--- config.mk ---
export PLATFORM = sky130hd
export DESIGN_NAME = ovl_always_multi
export DESIGN_NICKNAME = d
export VERILOG_FILES = /design/src/rtl/ovl_multi_pkg.sv /design/src/rtl/ovl_prio_enc.sv /design/src/rtl/ovl_always_multi.sv
export SDC_FILE = /design/constraint.sdc
export NUM_CORES = 1
export LEC_CHECK = 0
export CAP_MARGIN = 20
export CORE_MARGIN = 4
export CORE_UTILIZATION = 46
export DETAILED_ROUTE_END_ITERATION = 10
export PLACE_DENSITY = 0.81
export RECOVER_POWER = 25
export SLEW_MARGIN = 10
export SYNTH_ARGS = -nofsm -noshare
export SYNTH_HDL_FRONTEND = slang
export SYNTH_SLANG_ARGS = --single-unit
--- constraint.sdc ---
create_clock -name clk -period 2.55 [get_ports clk]
set_input_delay 0.255 -clock clk [delete_from_list [all_inputs] [get_ports clk]]
set_output_delay 0.255 -clock clk [all_outputs]
set_load 0.05 [all_outputs]
--- src/rtl/ovl_multi_pkg.sv ---
// Shared types and helpers for the multi-channel OVL "always" checker family.
package ovl_multi_pkg;

  typedef enum logic [1:0] {
    HOLDOFF = 2'd0,
    ARMED   = 2'd1,
    TRIPPED = 2'd2
  } ovl_state_e;

  localparam int NUM_CH_DEF      = 4;
  localparam int HOLDOFF_CYC_DEF = 2;
  localparam int CNT_W_DEF       = 8;

  // Increment that sticks at max_val instead of wrapping (counters up to 32 bits).
  function automatic logic [31:0] sat_inc(input logic [31:0] val, input logic [31:0] max_val);
    return (val == max_val) ? val : val + 32'd1;
  endfunction

endpackage

--- src/rtl/ovl_prio_enc.sv ---
// Combinational lowest-set-bit encoder: idx is the lowest set position of req, valid if any bit set.
module ovl_prio_enc #(
  parameter int NUM_CH = 4,
  parameter int IDX_W  = (NUM_CH > 1) ? $clog2(NUM_CH) : 1
) (
  input  logic [NUM_CH-1:0] req,
  output logic [IDX_W-1:0]  idx,
  output logic              valid
);

  always_comb begin
    idx   = '0;
    valid = |req;
    // Scan downward so the lowest set bit is the last one written.
    for (int i = NUM_CH - 1; i >= 0; i--) begin
      if (req[i]) idx = IDX_W'(i);
    end
  end

endmodule

--- src/rtl/ovl_always_multi.sv ---
// Multi-channel OVL "always" checker with settle masking, sticky capture and trip state.
// Optional saturating violation counter enabled by defining OVL_ALWAYS_MULTI_COUNT_EN.
module ovl_always_multi
  import ovl_multi_pkg::*;
#(
  parameter int NUM_CH      = NUM_CH_DEF,
  parameter int HOLDOFF_CYC = HOLDOFF_CYC_DEF,
  parameter int CNT_W       = CNT_W_DEF,
  parameter int IDX_W       = (NUM_CH > 1) ? $clog2(NUM_CH) : 1
) (
  input  logic              clk,
  input  logic              rst,
  input  logic [NUM_CH-1:0] enable,
  input  logic [NUM_CH-1:0] test_expr,
  input  logic              prevConfigInvalid,
  input  logic              clear,
  output logic [NUM_CH-1:0] fire_vec,
  output logic              out,
  output logic [NUM_CH-1:0] sticky_vec,
  output logic              tripped,
  output logic [IDX_W-1:0]  first_idx,
  output logic [CNT_W-1:0]  fire_count,
  output logic [1:0]        state_dbg
);

  ovl_state_e  state;
  logic [7:0]  hold_cnt;
  logic [IDX_W-1:0] low_idx;
  logic        any_fire;
  logic        check_ok;

  assign check_ok  = ~prevConfigInvalid & (state != HOLDOFF) & ~rst;
  assign fire_vec  = enable & ~test_expr & {NUM_CH{check_ok}};
  assign out       = |fire_vec;
  assign state_dbg = state;

  ovl_prio_enc #(.NUM_CH(NUM_CH), .IDX_W(IDX_W)) u_prio (
    .req   (fire_vec),
    .idx   (low_idx),
    .valid (any_fire)
  );

  // Valid/ready does not apply here: every input is sampled every cycle, clear is a one-cycle pulse.
  always_ff @(posedge clk) begin
    if (rst) begin
      state      <= HOLDOFF;
      hold_cnt   <= 8'(HOLDOFF_CYC);
      sticky_vec <= '0;
      first_idx  <= '0;
      tripped    <= 1'b0;
    end else begin
      case (state)
        HOLDOFF: begin
          tripped <= 1'b0;
          if (prevConfigInvalid) begin
            hold_cnt <= 8'(HOLDOFF_CYC);
          end else if (hold_cnt == 8'd0) begin
            state <= ARMED;
          end else begin
            hold_cnt <= hold_cnt - 8'd1;
          end
          if (clear) begin
            sticky_vec <= '0;
            first_idx  <= '0;
          end
        end
        ARMED, TRIPPED: begin
          if (prevConfigInvalid) begin
            // Captured history survives a config drop; only the state is reset.
            state    <= HOLDOFF;
            hold_cnt <= 8'(HOLDOFF_CYC);
            tripped  <= 1'b0;
            if (clear) begin
              sticky_vec <= '0;
              first_idx  <= '0;
            end
          end else if (any_fire) begin
            state   <= TRIPPED;
            tripped <= 1'b1;
            if (clear) begin
              sticky_vec <= fire_vec;
              first_idx  <= low_idx;
            end else begin
              sticky_vec <= sticky_vec | fire_vec;
              if (state == ARMED) first_idx <= low_idx;
            end
          end else if (clear) begin
            state      <= ARMED;
            tripped    <= 1'b0;
            sticky_vec <= '0;
            first_idx  <= '0;
          end
        end
        default: begin
          state    <= HOLDOFF;
          hold_cnt <= 8'(HOLDOFF_CYC);
          tripped  <= 1'b0;
        end
      endcase
    end
  end

`ifdef OVL_ALWAYS_MULTI_COUNT_EN
  logic [CNT_W-1:0] cnt_q;

  // Counts violating cycles, not violating channels.
  always_ff @(posedge clk) begin
    if (rst) begin
      cnt_q <= '0;
    end else if (clear) begin
      cnt_q <= out ? CNT_W'(1) : '0;
    end else if (out) begin
      cnt_q <= CNT_W'(sat_inc(32'(cnt_q), 32'({CNT_W{1'b1}})));
    end
  end

  assign fire_count = cnt_q;
`else
  assign fire_count = '0;
`endif

endmodule

==> results.json, run 1 <==
{
  "unrepaired_setup_endpoints_after_global_routing": "false",
  "critical-path-slowest-cell": "or3_1",
  "finalHoldViolations": 0,
  "worst_path_largest_cell_delay_ns": 0.55,
  "timing.critical_path.cells": "inv_1, ha_1, or3_1, a41oi_4, buf_12",
  "place_hpwl_um": 2084,
  "grt_antenna_before_repair": 0,
  "pre_cts_slack_ns": 0.3030,
  "cts_tree": "done",
  "p_leak_nw": 0.5508,
  "part_of_the_yosys_area_used_for_sequential_elements_pct": 29.96,
  "clkTransAtPathRegs_ns": 0.10,
  "drt-wirelength-per-cell_um": 13.79,
  "timing.final.ws_setup_ns": 0.2004,
  "critical_path.startpoint_type": "register",
  "finalSetupViolations": 0,
  "grt_use_total_pct": 16.84,
  "cts_max_path_buffers": 2,
  "slew_violations": 0,
  "syn-mean-instance-area_um2": 8.542,
  "placement.io_buffers": 25,
  "grt_pass1_wl_um": 4464,
  "syn2layout_area_growth_pct": 28.63,
  "final_core_util_pct": 64.21,
  "die_w_um": 57.70,
  "std_cell_rows": 17,
  "postCtsResizedCells": 0,
  "start_point_of_the_critical_path": "state_dbg[0]",
  "die_h_um": 57.70,
  "peakVddDrop_mv": 0.4359,
  "first_global_vias": 962,
  "worstHoldStart": "first_idx[1]",
  "worstSkewPairLatency_ns": 0.30,
  "worstPathRequired_ns": 2.30,
  "grt_start_max_net_pins": 12,
  "overflow": 0,
  "setup_total_neg_slack_ns": 0,
  "slew_headroom_pct": 61.75,
  "origin_of_the_critical_flop_to_flop_path": "state_dbg[0]",
  "pd_cells_nw_per_um2": 416.7,
  "cp_data_arrival_time_ns": 2.09,
  "routed_via_density": 5.374,
  "design.die.area_um2": 3329,
  "core_region_area_um2": 2276,
  "synthDominantCellAreaShare_pct": 29.96,
  "num_vias": 1005,
  "ys_dominant_reg_cell": "dfxtp_1",
  "synthesis.instances": 133,
  "cts_root_buf": "clkbuf_4",
  "synth-edff-count": 0,
  "detail_route.drc_violations": 0,
  "highest_achievable_clock_rate_mhz": 425.6,
  "post_route_cells_drive_above_1_share_pct": 15.09,
  "critPathKind": "register to output pin",
  "syn_area_um2": 1136,
  "drt_first_pass_iters": 4,
  "dr.first_iter.drc_count": 27,
  "synth_top_cells_by_area": "dfxtp_1, ha_1, buf_4",
  "status": "finished, final reports clean",
  "min_period_ns": 2.350,
  "tritoncts.num_buffers": 3,
  "part_of_the_cycle_the_worst_path_needs_pct": 92.14,
  "drt_wl_total_um": 2578,
  "clock_skew_ns": 0.003518,
  "ctsHtreeMaxLevel": 1,
  "max_cap_viol_count": 0,
  "synth_warnings": 0,
  "post_cts_buffers": 0,
  "ff_latch_count_synth": 17,
  "io_pins": 34,
  "worstHoldPathType": "register to register",
  "floorplan.initialDensity_pct": 49.92,
  "antenna_cells": 0,
  "timing_worst_slew_pin_value_ns": 0.5699,
  "ys_async_sr_fraction_pct": 0,
  "nNetsFinal": 177,
  "yosysTopAreaCell": "dfxtp_1",
  "cts_hold_repair.buffers": 0,
  "post_synth_num_cell_types": 42,
  "timing.critical_path.fanout_max": 9,
  "ant_nets": 0,
  "category_of_the_worst_setup_path_capture_point": "output pin",
  "globalplace.congestion": 0.9090,
  "numClockSinks": 17
}
[per-stage QoR]
| stage | total power [W] | std cells | cell area, um2 | hold WS, ns |
|---|---|---|---|---|
| 4_1_cts | 0.0006139 | 187 | 1461 | 0.5071 |
| 2_1_floorplan | 0.0004278 | 140 | 1165 | 0.4529 |
| 5_1_grt | 0.0006444 | 187 | 1461 | 0.5205 |
| 6_report | 0.0006089 | 187 | 1461 | 0.5024 |
| 3_5_place_dp | 0.0004655 | 183 | 1434 | 0.4891 |
| 3_3_place_gp | 0.0004615 | 183 | 1434 | 0.4788 |
[cells in the final DEF (no fill, tap or decap), types with 3 or more instances in the layout]
cell / count
nand2_1: 7
o21ai_0: 4
clkdlybuf4s50_1: 14
nor2b_1: 6
inv_1: 6
a22oi_1: 4
or4_1: 3
buf_12: 5
nor2_1: 15
conb_1: 8
nand2b_1: 8
dfxtp_1: 15
a31oi_1: 5
clkbuf_4: 3
dlygate4sd3_1: 6
nor3_1: 3
ha_1: 5
a21oi_1: 8
[Yosys cell counts (2+ instances only)]
cell type / instances
buf_4: 8
nor3_1: 3
inv_1: 6
mux2i_1: 2
xnor2_1: 2
a31oi_1: 5
or4_1: 3
nor2_1: 15
dfxtp_1: 17
nor4b_2: 2
nor2b_1: 6
ha_1: 5
nand2_1: 7
a22oi_1: 4
o31ai_1: 2
buf_2: 2
nand2b_1: 8
o21ai_0: 4
a21oi_1: 8
o41ai_1: 2
[kinds of logic (layout without fill, tap and decap cells)]
kind of cell | count (synthesis) | count (layout) | share of synthesized area (%)
AO/OA/AOI/OAI | 32 | 32 | 21.15
XOR/XNOR | 2 | 2 | 1.542
adder cells (fa/ha/maj) | 5 | 5 | 5.507
buffers and inverters | 17 | 36 | 8.480
flip-flops | 17 | 17 | 29.96
multiplexers | 3 | 3 | 2.753
other | 1 | 8 | 0.3301
AND/OR/NAND/NOR | 56 | 56 | 30.29
[critical path: cells and delay by family, from the launching register on]
kind                     cells  cell delay, ns
AO/OA/AOI/OAI                1            0.32
AND/OR/NAND/NOR              1            0.55
flip-flops                   1            0.38
adder cells (fa/ha/maj)      1            0.30
buffers and inverters        2            0.24
[path summary, 6_finish.rpt]
check                 end  slack, ns  cells past startpoint
max                   out       0.20                      5
min          first_idx[1]       0.50                      2
max reg2reg  state_dbg[1]       0.36                      6
min reg2reg  first_idx[1]       0.50                      2
[flip-flops by register name, indices dropped and copies added, names as in the netlist]
register and count:
first_idx 2, tripped 1, state_dbg 2, sticky_vec 4
hold_cnt 8
[final cells by class]
cell class | count | area, um2
fill | 194 | 814.5
multi-input combinational | 106 | 725.7
sequential | 17 | 342.8
timing repair buffer | 26 | 307.8
tap | 28 | 35.03
clock buffer | 3 | 22.52
inverter | 6 | 22.52
clock inverter | 1 | 5.005
[report_power, final]
group	switching [W]	internal [W]	leakage (nW)
sequential	0.0000111	0.000276	0.139
combinational	0.000107	0.0000677	0.394
clock	0.0000892	0.0000585	0.0177
[per-layer routing]
| layer | part of all wire (%) | up-vias | wire [um] | track usage, % |
|---|---|---|---|---|
| met5 | 0 | - | 0 | 0 |
| met4 | 1.8 | 0 | 46 | 6.954 |
| met3 | 5.3 | 4 | 137 | 3.786 |
| met2 | 46 | 23 | 1180 | 26.13 |
| met1 | 47 | 461 | 1214 | 22.46 |
| li1 | - | 517 | - | - |
(Power assumes the default switching activity.)
==> run 2, diff against run 1 <==
- SLEW_MARGIN: 10 -> 15
==> results of run 2 <==
No change in the layout: final DEF, timing and power equal those of run 1.
